$ cat src/rtl/trng_ehr_collector.sv
//------------------------------------------------------------------------------
// trng_ehr_collector
//
// Collects debiased entropy bits from the balance filter into an entropy
// holding register (EHR) of EHR_WORDS x WORD_W bits, LSB first. When every
// bit has been collected, the block enters FULL. In FULL it holds its contents
// until the host reads the last word (the drain read). The drain read returns
// that word and re-arms the collector for a fresh fill.
//
// Ports
//   rng_clk               in   sole clock, rising edge
//   rst_trng_logic        in   synchronous active-high reset
//   rnd_src_en            in   entropy source enable; low aborts a partial fill
//   balance_filter_valid  in   one-cycle strobe qualifying balance_filter_data
//   balance_filter_data   in   debiased entropy bit
//   ehr_rd_req            in   one-cycle word read request
//   ehr_rd_addr   [2:0]   in   EHR word index for the read
//   ehr_rd_ack            out  read completion strobe, one cycle after request
//   ehr_rd_data   [W-1:0] out  registered read data, valid with ehr_rd_ack
//   ehr_valid             out  high while the EHR is completely filled
//   ehr_bit_cnt   [7:0]   out  number of bits collected so far
//   ehr_overflow          out  sticky: a bit arrived and was dropped while FULL
//   ehr_state_dbg [1:0]   out  raw FSM state, for observation only
//
// Handshake: ehr_rd_req is a single-cycle request that is always accepted.
// The read is acknowledged by ehr_rd_ack exactly one cycle later, and
// ehr_rd_data is valid in that same cycle. Requests on consecutive cycles
// produce acks on consecutive cycles, in order. No back-pressure exists.
//------------------------------------------------------------------------------
module trng_ehr_collector #(
    parameter int EHR_WORDS = 6,
    parameter int WORD_W    = 32
) (
    input  logic              rng_clk,
    input  logic              rst_trng_logic,
    input  logic              rnd_src_en,
    input  logic              balance_filter_valid,
    input  logic              balance_filter_data,
    input  logic              ehr_rd_req,
    input  logic [2:0]        ehr_rd_addr,
    output logic              ehr_rd_ack,
    output logic [WORD_W-1:0] ehr_rd_data,
    output logic              ehr_valid,
    output logic [7:0]        ehr_bit_cnt,
    output logic              ehr_overflow,
    output logic [1:0]        ehr_state_dbg
);

    // The 8-bit counter must reach TOTAL_BITS, so TOTAL_BITS cannot exceed 255.
    localparam int TOTAL_BITS = EHR_WORDS * WORD_W;

    // One-hot encoding leaves 2'b00 and 2'b11 as illegal states. The default
    // branch of the FSM recovers from them.
    typedef enum logic [1:0] {
        ST_FILL = 2'b01,
        ST_FULL = 2'b10
    } state_t;

    state_t                state;
    logic [TOTAL_BITS-1:0] ehr_q;

    logic [TOTAL_BITS-1:0] bit_mask;
    logic [TOTAL_BITS-1:0] store_mask;
    logic                  last_bit;
    logic                  addr_in_range;
    logic                  drain_rd;
    logic [WORD_W-1:0]     rd_words [8];
    logic [WORD_W-1:0]     rd_word_sel;

    assign ehr_state_dbg = state;

    // Unfilled positions are always zero, so a new bit only needs to be ORed
    // in at the position selected by the counter.
    assign bit_mask   = TOTAL_BITS'(1) << ehr_bit_cnt;
    assign store_mask = balance_filter_data ? bit_mask : '0;
    assign last_bit   = (ehr_bit_cnt == 8'(TOTAL_BITS - 1));

    assign addr_in_range = (int'(ehr_rd_addr) < EHR_WORDS);
    assign drain_rd      = ehr_rd_req && (state == ST_FULL) &&
                           (ehr_rd_addr == 3'(EHR_WORDS - 1));

    // The word view covers the full 3-bit address space. Addresses beyond
    // EHR_WORDS read as zero, so the read mux needs no out-of-range special case.
    for (genvar g = 0; g < 8; g++) begin : g_words
        if (g < EHR_WORDS) begin : g_real
            assign rd_words[g] = ehr_q[g*WORD_W +: WORD_W];
        end else begin : g_pad
            assign rd_words[g] = '0;
        end
    end

    // Contents are only exposed once the register is complete. A read while
    // filling returns zero, so a partial fill cannot leak out.
    always_comb begin
        rd_word_sel = '0;
        if ((state == ST_FULL) && addr_in_range) begin
            rd_word_sel = rd_words[ehr_rd_addr];
        end
    end

    always_ff @(posedge rng_clk) begin
        if (rst_trng_logic) begin
            state        <= ST_FILL;
            ehr_q        <= '0;
            ehr_bit_cnt  <= 8'd0;
            ehr_valid    <= 1'b0;
            ehr_overflow <= 1'b0;
            ehr_rd_ack   <= 1'b0;
            ehr_rd_data  <= '0;
        end else begin
            // Read port: every request is acknowledged on the next cycle. The
            // data is sampled from the pre-edge state, so the drain read still
            // returns the last word before the clear takes effect.
            ehr_rd_ack <= ehr_rd_req;
            if (ehr_rd_req) begin
                ehr_rd_data <= rd_word_sel;
            end

            case (state)
                ST_FILL: begin
                    if (!rnd_src_en) begin
                        // Source disabled: discard the partial fill.
                        ehr_q       <= '0;
                        ehr_bit_cnt <= 8'd0;
                    end else if (balance_filter_valid) begin
                        ehr_q       <= ehr_q | store_mask;
                        ehr_bit_cnt <= ehr_bit_cnt + 8'd1;
                        if (last_bit) begin
                            state     <= ST_FULL;
                            ehr_valid <= 1'b1;
                        end
                    end
                end

                ST_FULL: begin
                    if (drain_rd) begin
                        // The drain read re-arms the collector. A bit arriving
                        // in this same cycle is dropped, and it does not count
                        // as an overflow.
                        state        <= ST_FILL;
                        ehr_q        <= '0;
                        ehr_bit_cnt  <= 8'd0;
                        ehr_valid    <= 1'b0;
                        ehr_overflow <= 1'b0;
                    end else if (balance_filter_valid) begin
                        ehr_overflow <= 1'b1;
                    end
                end

                default: begin
                    state        <= ST_FILL;
                    ehr_q        <= '0;
                    ehr_bit_cnt  <= 8'd0;
                    ehr_valid    <= 1'b0;
                    ehr_overflow <= 1'b0;
                end
            endcase
        end
    end

endmodule

$ cat config.mk
export PLATFORM = sky130hd
export DESIGN_NAME = trng_ehr_collector
export DESIGN_NICKNAME = d
export VERILOG_FILES = /design/src/rtl/trng_ehr_collector.sv
export SDC_FILE = /design/constraint.sdc
export NUM_CORES = 1
export LEC_CHECK = 0
export BUFFER_PORTS_ARGS = -buffer_cell sky130_fd_sc_hd__buf_2
export CAP_MARGIN = 0
export CORE_MARGIN = 2
export CORE_UTILIZATION = 41
export DETAILED_ROUTE_END_ITERATION = 10
export PLACE_DENSITY = 0.55
export SYNTH_ARGS = -nofsm -noshare
export SYNTH_HDL_FRONTEND = slang
export SYNTH_SLANG_ARGS = --single-unit
$ cat constraint.sdc
create_clock -name rng_clk -period 2.05 [get_ports rng_clk]
set_input_delay 0.205 -clock rng_clk [delete_from_list [all_inputs] [get_ports rng_clk]]
set_output_delay 0.205 -clock rng_clk [all_outputs]
set_load 0.01 [all_outputs]
== Word-level counts from Yosys, hierarchy flattened ==
Cells that the tools add are included.

* Bits in registers: 237
* Latch bits: 0
* RAM bits: 0
* ROM bits: 0
* Bits of input ports: 9
* Output and inout port bits: 45
* Logic and storage cells: 56
* Memories: 0

* $add $sub $neg: 1
* $mul: 0
* Divide/modulo/power cells: 0
* $lt $le $gt $ge: 2
* Equality and inequality tests: 10
* Shifts and indexed selects: 1
* Muxes and demuxes: 26
* Bitwise operators: 3
* Reductions and logical operators: 6

{| class="wikitable"
|+ Operators by type and width
! kind !! number
|-
| 2-to-1 mux 192 bit || 4
|-
| case mux 192 bit (2 select lines) || 1
|-
| OR 192 bit || 1
|-
| left shift 1 x 8 -> 192 bit (first input constant) || 1
|-
| binary-select mux 32 bit (select 3 bit) || 1
|-
| 2-to-1 mux 32 bit || 3
|-
| 2-to-1 mux 8 bit || 3
|-
| case mux 8 bit (2 select lines) || 1
|-
| adder 8 x 1 -> 8 bit (second input constant) || 1
|-
| == test 8 bit (second input constant) || 1
|-
| 2-to-1 mux 2 bit || 4
|-
| inequality test 2 bit (second input constant) || 4
|-
| 2-to-1 mux 1 bit || 6
|-
| inequality test 3 bit (second input constant) || 2
|-
| >= comparator 4 bit (second input constant) || 1
|-
| NOT 3 -> 4 bit || 1
|-
| case mux 1 bit (2 select lines) || 2
|-
| case mux 2 bit (2 select lines) || 1
|-
| AND reduction 2 bit || 2
|-
| AND reduction 4 bit || 1
|-
| == test 3 bit (second input constant) || 1
|-
| logical AND 1 bit || 3
|-
| < comparator 3 bit (second input constant) || 1
|-
| == test 2 x 1 -> 1 bit (second input constant) || 1
|-
| other kinds (2) || 2
|}

== Longest topological paths before layout ==
Gate-level depths: netlist of the first run.

* Depth in word-level cells: 6
* Mapped depth: 8
* Mapped depth without buffers: 6

== Least setup slack after synthesis of the first run ==
Ideal clock, no wire load.

* Path type: register -> register
* From: register ehr_bit_cnt[5]
* To: register ehr_q[12]
* Library setup time: 0.064 ns
* Data arrival time: 1.797 ns
* Required time: 1.986 ns
* Setup slack: 0.188 ns
* Stages on the path, launching flop included: 7
* Path buffers: 2
* Period minus slack after synthesis: 1.862 ns
* Cell sequence: dfxtp_1 > buf_2 > or4b_4 > a2111oi_4 > buf_4 > a21oi_1 > nor2_1

* Longest elaborated chain between the ends: 6

{| class="wikitable"
|+ Ends and longest elaborated chain
! item !! line !! text
|-
| start, declared || 44 || <nowiki>output logic [7:0] ehr_bit_cnt,</nowiki>
|-
| start signal, assigned || 127 || <nowiki>ehr_bit_cnt <= ehr_bit_cnt + 8'd1;</nowiki>
|-
| left shift 1 x 8 -> 192 bit || 74 || <nowiki>assign bit_mask = TOTAL_BITS'(1) << ehr_bit_cnt;</nowiki>
|-
| 2-to-1 mux 192 bit || 75 || <nowiki>assign store_mask = balance_filter_data ? bit_mask : '0;</nowiki>
|-
| OR 192 bit || 126 || <nowiki>ehr_q <= ehr_q | store_mask;</nowiki>
|-
| 2-to-1 mux 192 bit || 125 || <nowiki>end else if (balance_filter_valid) begin</nowiki>
|-
| 2-to-1 mux 192 bit || 121 || <nowiki>if (!rnd_src_en) begin</nowiki>
|-
| case mux 192 bit (2 select lines) || 119 || <nowiki>case (state)</nowiki>
|-
| end signal, assigned || 126 ||
|-
| end, declared || 60 || <nowiki>logic [TOTAL_BITS-1:0] ehr_q;</nowiki>
|}

Every way passes these cells. The select of a mux whose other input is x is not followed.
A chain may end at the register's enable or synchronous reset.

== Worst setup path after layout of the first run ==
* From: register ehr_bit_cnt[7]
* To: register ehr_q[72]

The elaborated chain is that of the path after synthesis.

==> impl_metrics.tcl, run 1 <==
set metrics [dict create \
    outcome "finished clean" \
    maxCapViolations 0 \
    r2r_setup_slack_ps 170 \
    via_count_of_the_first_global_routing_pass 7240 \
    avg_vias_per_cell 5.23 \
    start_util_pct 41.5 \
    min_path_type "input port to flop" \
    dp_hpwl_mm 16.8 \
    dieArea_sq_um 24800 \
    critPathLaunchType "flop" \
    htree_num_levels 1 \
    cts_buffer_depth 3 \
    place.port_buffers 53 \
    critPathRequiredTime_ps 2510 \
    unrepaired_setup_endpoints_after_global_routing "false" \
    hp-start "rst_trng_logic" \
    timing.reg2reg.worst_path_depth 5 \
    synth_cells 1031 \
    post-route-period-util_pct 91.7 \
    clk_pin_slew_worst_paths_ps 60 \
    p_int_mw 7.22 \
    post-cts-setup-buffers 0 \
    nNetsFinal 1104 \
    mappedNetlistArea_sq_um 9660 \
    power_density_nw_per_um2 814 \
    clock_latency_on_the_worst_skew_pair_ps 530 \
    place.gp.congestion 0.796 \
    worst-setup-path-type "flop to flop" \
    die_y_um 157 \
    setup-violations-final 0 \
    slew_headroom_pct 62.3 \
    fin_total_pwr_mw 9.29 \
    detail-route-antenna-nets 0 \
    grt.overflow.total 0 \
    netSwitchingPower_mw 2.06 \
    hold_path_end "ehr_valid" \
    drt_drc_violations_left 0 \
    grt_first_pass_wirelength_mm 42.0 \
    rr_startpoint "ehr_bit_cnt[7]" \
    layout-area-overhead-vs-synth_pct 18.2 \
    endpoint_kind "flop" \
    startpoint "ehr_bit_cnt[7]" \
    wl_per_cell_um 18.7 \
    boundaryPins 54 \
    crit_chain "or4b_4 > a2111oi_2 > buf_4 > a21oi_1 > nor2_1" \
    drt-pass1-iter-count 5 \
    cp_top_family "simple AND/OR/NAND/NOR gates" \
    layout.cells.most_common "sky130_fd_sc_hd__dfxtp_1" \
    yosysSeqAreaShare_pct 48.9 \
    num_rows 56 \
    cp_num_buf_inv 1 \
    cts.hold.buffers_added 0 \
    critical_path_depth 5 \
    finalMaxSlewViolations 0 \
    layout-drive-gt1-share_pct 19.0 \
    synth.ff_latch_count 236 \
    post_synth.cell_area_avg_sq_um 9.37 \
    yosys_warnings 0 \
    cts_sinks 236 \
    grt_max_degree 66 \
    drt_first_iter_violations 486 \
    pwr-share-comb_pct 4.3 \
    hold_violations 0 \
    synth_nets 1046 \
    diodes 0 \
    reg2reg_to "ehr_q[72]" \
    p_leak_nw 4.14 \
    fin_setup_tns_ps 0 \
    tritoncts_clock_tree "done" \
    cp_slowest_stage_delay_ps 550 \
    layout.filler_cells 2245 \
    finalClockSkew_ps 14.9 \
    period_needed_ps 1880 \
    power_frac_seq_pct 49.5 \
    worstHoldPathCells 2 \
    clock_power_share_pct 46.3 \
    synth_top_area_share_pct 48.9 \
    netSwitchingFraction_pct 22.2 \
    slowest_stage "sky130_fd_sc_hd__or4b_4" \
    floorplan.core_area_sq_um 23300 \
    most-common-layout-cells "sky130_fd_sc_hd__dfxtp_1, sky130_fd_sc_hd__nor2_1, sky130_fd_sc_hd__a21oi_1" \
    detail_route.wirelength_mm 26.7 \
    netlist_top_cells_area "sky130_fd_sc_hd__dfxtp_1, sky130_fd_sc_hd__a21oi_1, sky130_fd_sc_hd__nor2_1" \
    die_width_um 157 \
    grt_use_total_pct 21.9 \
    fmax_mhz 532 \
    cts.repair.resized 0 \
    worstMarginPinSlew_ps 565 \
    synth_top_area_cell "sky130_fd_sc_hd__dfxtp_1" \
    cp_data_arrival_time_ps 2340 \
    cts_buffers 25 \
    route.vias.total 7449 \
    synth_cell_type_count 41 \
    grt_antenna_before_repair 0 \
    ir_drop_v 0.000468 \
    clockRootBuffer "sky130_fd_sc_hd__clkbuf_16" \
    cp_max_fo 12 \
]
-- power by group through the flow --
stage,Combinational (mW),Clock (mW),Sequential (mW)
after CTS,0.401,4.39,4.59
after detailed placement,0.400,0,4.69
after floorplan,0.238,0,4.70
final,0.398,4.29,4.59
after global routing,0.424,4.60,4.59
after global placement,0.400,0,4.69
-- sequential cells by signal, summed over array words and instances, names as in the netlist --
register / cells
ehr_q: 192
ehr_rd_data: 32
ehr_bit_cnt: 8
ehr_overflow: 1
ehr_rd_ack: 1
ehr_state_dbg: 1
ehr_valid: 1
-- metal layers --
layer | global-route usage [%] | vias to the layer above | wire length [um]
li1 | - | 3668 | -
met1 | 29.9 | 3557 | 12100
met2 | 36.3 | 181 | 12600
met3 | 3.14 | 43 | 1390
met4 | 6.02 | 0 | 566
met5 | 0 | - | 0
-- cell families after synthesis --
kind of cell / share of synthesized area (%)
DFF: 48.9
and+or+nand+nor: 16.7
xor gates and xnor gates: 0.0907
adders and majority gates: 0.777
AOI/OAI and AO/OA: 17.9
muxes: 11.0
buffers and inverters: 4.57
-- cells in the mapped netlist (all sizes together) --
cell / instances
a2111oi: 13
a211oi: 1
a21o: 2
a21oi: 215
a22o: 16
a2bb2oi: 1
a311oi: 1
and2: 11
and3: 4
and4bb: 1
buf: 49
clkbuf: 40
dfxtp: 236
ha: 6
inv: 6
mux2i: 34
mux4: 32
nand2: 7
nand2b: 37
nand3: 2
nand3b: 2
nand4: 2
nand4b: 2
nand4bb: 2
nor2: 225
nor2b: 39
nor3b: 2
o21ai: 33
o31ai: 2
or2: 2
or4: 4
or4b: 1
xnor2: 1
-- metrics by stage --
| step | area [sq um] | instances | util (%) | setup slack [ps] | hold slack [ps] |
|---|---|---|---|---|---|
| after floorplan | 9660 | 1031 | - | 188 | 383 |
| after global placement | 10600 | 1381 | 45.7 | 183 | 442 |
| after detailed placement | 10600 | 1381 | 45.7 | 168 | 450 |
| after CTS | 11400 | 1425 | 49.0 | 163 | 18.5 |
| after global routing | 11400 | 1425 | 49.0 | 9.77 | 30.8 |
| final | 11400 | 1425 | 49.0 | 169 | 25.8 |
-- cell type report --
| type | instances | area, sq um | area share [%] |
|---|---|---|---|
| Sequential cell | 236 | 4720 | 41.4 |
| Multi-Input combinational cell | 700 | 4510 | 39.5 |
| Timing Repair Buffer | 120 | 971 | 8.51 |
| Clock buffer | 38 | 744 | 6.52 |
| Tap cell | 319 | 399 | 3.50 |
| Clock inverter | 6 | 37.5 | 0.329 |
| Inverter | 6 | 22.5 | 0.197 |
-- how the worst max path moves through the flow --
stage          slack, ps          to
6_report             170   ehr_q[72]
5_1_grt               10   ehr_q[66]
4_1_cts              160   ehr_q[77]
3_5_place_dp         170  ehr_q[115]
3_3_place_gp         180  ehr_q[115]
2_1_floorplan        190   ehr_q[12]
Note: power is estimated with default switching activity, not from simulation.
==> run 2: changes to the inputs <==
--- a/config.mk
+++ b/config.mk
@@ -9,8 +9,9 @@
 export CAP_MARGIN = 0
 export CORE_MARGIN = 2
 export CORE_UTILIZATION = 41
+export CTS_CLUSTER_SIZE = 20
 export DETAILED_ROUTE_END_ITERATION = 10
-export PLACE_DENSITY = 0.55
+export PLACE_DENSITY = 0.64
 export SYNTH_ARGS = -nofsm -noshare
 export SYNTH_HDL_FRONTEND = slang
 export SYNTH_SLANG_ARGS = --single-unit
==> run 2 against run 1 <==
Against the previous run: via count rose by 0.62%; clock power rose by 4%; die area unchanged; total power up 1.6%; combinational power down 6.5%; clock skew shrank 1.3 ps.
==> impl_metrics.tcl, run 2 (same netlist as run 1, synthesis figures left out) <==
set metrics [dict create \
    dieArea_sq_um 24800 \
    place.port_buffers 53 \
    ir_drop_v 0.000681 \
    num_rows 56 \
    grt.overflow.total 0 \
    die_y_um 157 \
    hp-start "balance_filter_valid" \
    floorplan.core_area_sq_um 23300 \
    htree_num_levels 1 \
    cts_buffers 24 \
    critPathRequiredTime_ps 2500 \
    nNetsFinal 1096 \
    grt_first_pass_wirelength_mm 39.9 \
    maxCapViolations 0 \
    worstMarginPinSlew_ps 574 \
    cts.hold.buffers_added 0 \
    startpoint "ehr_valid" \
    grt_use_total_pct 20.6 \
    drt_drc_violations_left 0 \
    detail_route.wirelength_mm 25.1 \
    grt_antenna_before_repair 0 \
    cp_slowest_stage_delay_ps 400 \
    fin_setup_tns_ps 0 \
    crit_chain "and4bb_2 > buf_4 > a2111oi_4 > buf_2 > a21oi_1 > nor2_1" \
    layout.cells.most_common "sky130_fd_sc_hd__dfxtp_1" \
    drt-pass1-iter-count 6 \
    layout-drive-gt1-share_pct 18.3 \
    p_leak_nw 4.08 \
    largest_registers "ehr_q: 192 flops, ehr_rd_data: 32 flops, ehr_bit_cnt: 8 flops" \
    cp_num_buf_inv 2 \
    cp_top_family "buffers and inverters" \
    power_density_nw_per_um2 835 \
    die_width_um 157 \
    clock_latency_on_the_worst_skew_pair_ps 520 \
    drt_first_iter_violations 554 \
    route.vias.total 7495 \
    endpoint_kind "flop" \
    boundaryPins 54 \
    wl_per_cell_um 17.7 \
    hold_violations 0 \
    period_needed_ps 1940 \
    min_path_type "input port to flop" \
    detail-route-antenna-nets 0 \
    most-common-layout-cells "sky130_fd_sc_hd__dfxtp_1, sky130_fd_sc_hd__nor2_1, sky130_fd_sc_hd__a21oi_1" \
    register_with_the_most_flip_flops "ehr_q" \
    avg_vias_per_cell 5.30 \
    grt_max_degree 67 \
    cts_sinks 236 \
    unrepaired_setup_endpoints_after_global_routing "false" \
    clk_pin_slew_worst_paths_ps 60 \
    slew_headroom_pct 61.6 \
    dp_hpwl_mm 16.2 \
    setup-violations-final 0 \
    cp_max_fo 9 \
    start_util_pct 41.5 \
    diodes 0 \
    largest_register_ffs 192 \
    rr_startpoint "ehr_valid" \
    layout-area-overhead-vs-synth_pct 17.0 \
    tritoncts_clock_tree "done" \
    cts_buffer_depth 3 \
    place.gp.congestion 0.806 \
    cp_data_arrival_time_ps 2390 \
    post-route-period-util_pct 94.6 \
    fin_total_pwr_mw 9.43 \
    critPathLaunchType "flop" \
    slowest_stage "sky130_fd_sc_hd__a2111oi_4" \
    worst-setup-path-type "flop to flop" \
    clockRootBuffer "sky130_fd_sc_hd__clkbuf_16" \
    fmax_mhz 516 \
    finalMaxSlewViolations 0 \
    outcome "finished clean" \
    via_count_of_the_first_global_routing_pass 7208 \
    finalClockSkew_ps 13.6 \
]
run 2: repair_timing:
action	in CTS	in global routing
setup endpoints to repair	0	2
setup buffers	0	0
gates resized for setup	0	3
run 2: power breakdown:
group	internal, mW	switching [mW]	total (mW)
Sequential	4.59	0.00421	4.59
Combinational	0.126	0.246	0.372
Clock	2.70	1.77	4.46
Total	7.41	2.02	9.43
run 2: area by class of cell:
class	count	area (sq um)
clock buffers	33	686
repair buffers	113	828
clock inverters	8	115
inverters	6	22.5
flip-flops and latches	236	4720
fillers	2189	12000
well taps	319	399
multi-input cells	700	4520
run 2: routing by layer:
metal | wire [um] | track usage, % | vias to the layer above | share of wire (%)
li1 | - | - | 3649 | -
met1 | 11400 | 27.6 | 3624 | 45
met2 | 12000 | 34.8 | 185 | 48
met3 | 1130 | 2.42 | 37 | 4.5
met4 | 542 | 5.97 | 0 | 2.2
met5 | 0 | 0 | - | 0
run 2: worst reg2reg max path, cell delays in order, from the launching register on:
cell                        delay, ps
sky130_fd_sc_hd__dfxtp_1          390
sky130_fd_sc_hd__and4bb_2         370
sky130_fd_sc_hd__buf_4            230
sky130_fd_sc_hd__a2111oi_4        400
sky130_fd_sc_hd__buf_2            300
sky130_fd_sc_hd__a21oi_1          100
sky130_fd_sc_hd__nor2_1           100
run 2: final timing paths:
check / end / slack [ps] / depth (start not counted)
hold / removal: ehr_overflow / 60 / 3
hold reg to reg: ehr_rd_data[29] / 460 / 2
setup / recovery: ehr_q[114] / 110 / 6
setup reg to reg: ehr_q[114] / 110 / 6
run 2: per-stage QoR:
| stage | hold slack, ps | util (%) | instances | worst slack [ps] | instance area [sq um] |
|---|---|---|---|---|---|
| 6_report | 61.1 | 48.6 | 1415 | 112 | 11300 |
| 5_1_grt | 88.2 | 48.6 | 1415 | 5.77 | 11300 |
| 4_1_cts | 52.1 | 48.5 | 1414 | 144 | 11300 |
| 3_5_place_dp | 450 | 45.1 | 1373 | 124 | 10500 |
| 3_3_place_gp | 443 | 45.1 | 1373 | 145 | 10500 |
| 2_1_floorplan | 383 | - | 1031 | 188 | 9660 |
==> run 3: changes to the inputs <==
--- a/config.mk
+++ b/config.mk
@@ -11,7 +11,7 @@
 export CORE_UTILIZATION = 41
 export CTS_CLUSTER_SIZE = 20
 export DETAILED_ROUTE_END_ITERATION = 10
-export PLACE_DENSITY = 0.64
+export PLACE_DENSITY = 0.66
 export SYNTH_ARGS = -nofsm -noshare
 export SYNTH_HDL_FRONTEND = slang
 export SYNTH_SLANG_ARGS = --single-unit
==> constraint.sdc (replaced) <==
create_clock -name rng_clk -period 1.6 [get_ports rng_clk]
set_input_delay 0.16 -clock rng_clk [delete_from_list [all_inputs] [get_ports rng_clk]]
set_output_delay 0.16 -clock rng_clk [all_outputs]
set_load 0.01 [all_outputs]
==> run 3 against run 2 <==
Against the previous run: the run now ends with negative setup slack left; clock skew is 2.8 ps higher; largest power group unchanged; critical path depth is 1 higher; critical path type unchanged; maximum frequency is 14% higher; worst hold slack worse by 21 ps; non-clock buffer count is 68 higher; sequential share of layout area is 4.1 points lower.
==> impl_metrics.tcl, run 3 (same netlist as run 1, synthesis figures left out) <==
set metrics [dict create \
    outcome "complete, but fails checks" \
    unrepaired_setup_endpoints_after_global_routing "true" \
    violations_in_the_final_reports "negative setup slack" \
    register_with_the_most_flip_flops "ehr_q" \
    route.vias.total 7876 \
    period_needed_ps 1710 \
    worstMarginPinSlew_ps 502 \
    grt.overflow.total 0 \
    maxCapViolations 0 \
    clk_pin_slew_worst_paths_ps 60 \
    netSwitchingFraction_pct 21.9 \
    cp_data_arrival_time_ps 2150 \
    hp-start "rst_trng_logic" \
    setup-violations-final 109 \
    tritoncts_clock_tree "done" \
    dp_hpwl_mm 17.5 \
    largest_register_ffs 192 \
    boundaryPins 54 \
    fmax_mhz 586 \
    nNetsFinal 1164 \
    fin_total_pwr_mw 12.0 \
    ir_drop_v 0.000734 \
    r2r_setup_slack_ps -110 \
    floorplan.core_area_sq_um 23300 \
    rr_startpoint "ehr_valid" \
    most-common-layout-cells "sky130_fd_sc_hd__dfxtp_1, sky130_fd_sc_hd__nor2_1, sky130_fd_sc_hd__a21oi_1" \
    grt_use_total_pct 21.7 \
    grt_max_degree 40 \
    postLayoutSetupSlackWorst_ps -105 \
    netSwitchingPower_mw 2.62 \
    endpoint_kind "flop" \
    die_width_um 157 \
    detail-route-antenna-nets 0 \
    die_y_um 157 \
    min_path_type "input port to flop" \
    layout-drive-gt1-share_pct 31.0 \
    layout-area-overhead-vs-synth_pct 30.3 \
    clockRootBuffer "sky130_fd_sc_hd__clkbuf_16" \
    wl_per_cell_um 18.4 \
    via_count_of_the_first_global_routing_pass 7733 \
    layout.cells.most_common "sky130_fd_sc_hd__dfxtp_1" \
    clock_power_share_pct 45.8 \
    diodes 0 \
    htree_num_levels 1 \
    avg_vias_per_cell 5.31 \
    detail_route.wirelength_mm 27.3 \
    startpoint "ehr_valid" \
    power_frac_seq_pct 49.2 \
    cts_buffer_depth 3 \
    cts.hold.buffers_added 0 \
    pwr-share-comb_pct 5.0 \
    cp_max_fo 8 \
    place_worst_setup_slack_ps -159 \
    finalMaxSlewViolations 0 \
    place.gp.congestion 0.814 \
    post-route-period-util_pct 107 \
    cts_sinks 236 \
    grt_first_pass_wirelength_mm 42.4 \
    worst-setup-path-type "flop to flop" \
    drt_first_iter_violations 638 \
    largest_registers "ehr_q: 192 flops, ehr_rd_data: 32 flops, ehr_bit_cnt: 8 flops" \
    cts_buffers 24 \
    p_leak_nw 4.57 \
    clock_latency_on_the_worst_skew_pair_ps 520 \
    p_int_mw 9.34 \
    start_util_pct 41.5 \
    critPathLaunchType "flop" \
    grt_antenna_before_repair 0 \
    drt-pass1-iter-count 5 \
    finalClockSkew_ps 16.4 \
    dieArea_sq_um 24800 \
    hold_violations 0 \
    drt_drc_violations_left 0 \
    power_density_nw_per_um2 951 \
    critPathRequiredTime_ps 2040 \
    utilization_pct 54.1 \
    place.port_buffers 53 \
    slew_headroom_pct 66.2 \
    num_rows 56 \
]
-- run 3: final timing paths --
| check | to | cells after the start |
|---|---|---|
| hold / removal | ehr_rd_data[21] | 3 |
| setup reg to reg | ehr_q[26] | 7 |
| setup / recovery | ehr_q[26] | 7 |
| hold reg to reg | ehr_q[77] | 2 |
-- run 3: repair_timing --
action                     in CTS  in global routing
pin swaps                       2                 45
resized for setup              16                 57
gates cloned                    2                  4
setup buffers                   3                  7
setup endpoints to repair     126                190
-- run 3: area by class of cell --
class | count | area [sq um]
clock buffer | 33 | 666
sequential | 236 | 4740
timing repair buffer | 181 | 1760
multi-input combinational | 700 | 4900
inverter | 6 | 26.3
clock inverter | 7 | 88.8
tap | 319 | 399
fill | 2058 | 10700
-- run 3: critical path, stage by stage, from the launching register on --
cell and delay [ps]:
sky130_fd_sc_hd__dfxtp_4 360, sky130_fd_sc_hd__and4bb_4 270, sky130_fd_sc_hd__buf_12 160, sky130_fd_sc_hd__a2111oi_4 300, sky130_fd_sc_hd__buf_4 210, sky130_fd_sc_hd__buf_12 150, sky130_fd_sc_hd__a21oi_1 70, sky130_fd_sc_hd__nor2_1 110
-- run 3: power by group through the flow --
stage               Sequential (mW)  Clock (mW)  Combinational, mW
floorplan                      6.01           0              0.332
global placement               6.01           0              0.585
detailed placement             6.01           0              0.586
CTS                            5.88        5.57              0.588
global route                   5.88        5.77              0.636
finish                         5.88        5.48              0.602
-- run 3: per-stage QoR --
stage | hold slack (ps) | instances | cell area (sq um) | TNS, ps
after floorplan | 338 | 1031 | 9990 | -4810
after global placement | 443 | 1428 | 11400 | -4660
after detailed placement | 452 | 1428 | 11400 | -13510
after CTS | 30.1 | 1473 | 12200 | -2250
after global routing | 69.5 | 1482 | 12600 | -12260
final | 40.0 | 1482 | 12600 | -4720
-- run 3: per-layer routing --
layer / up-vias / wire, um / GRT usage, %
li1: 3796 / - / -
met1: 3837 / 12100 / 28.9
met2: 192 / 13100 / 36.9
met3: 51 / 1390 / 2.53
met4: 0 / 763 / 6.75
met5: - / 0 / 0
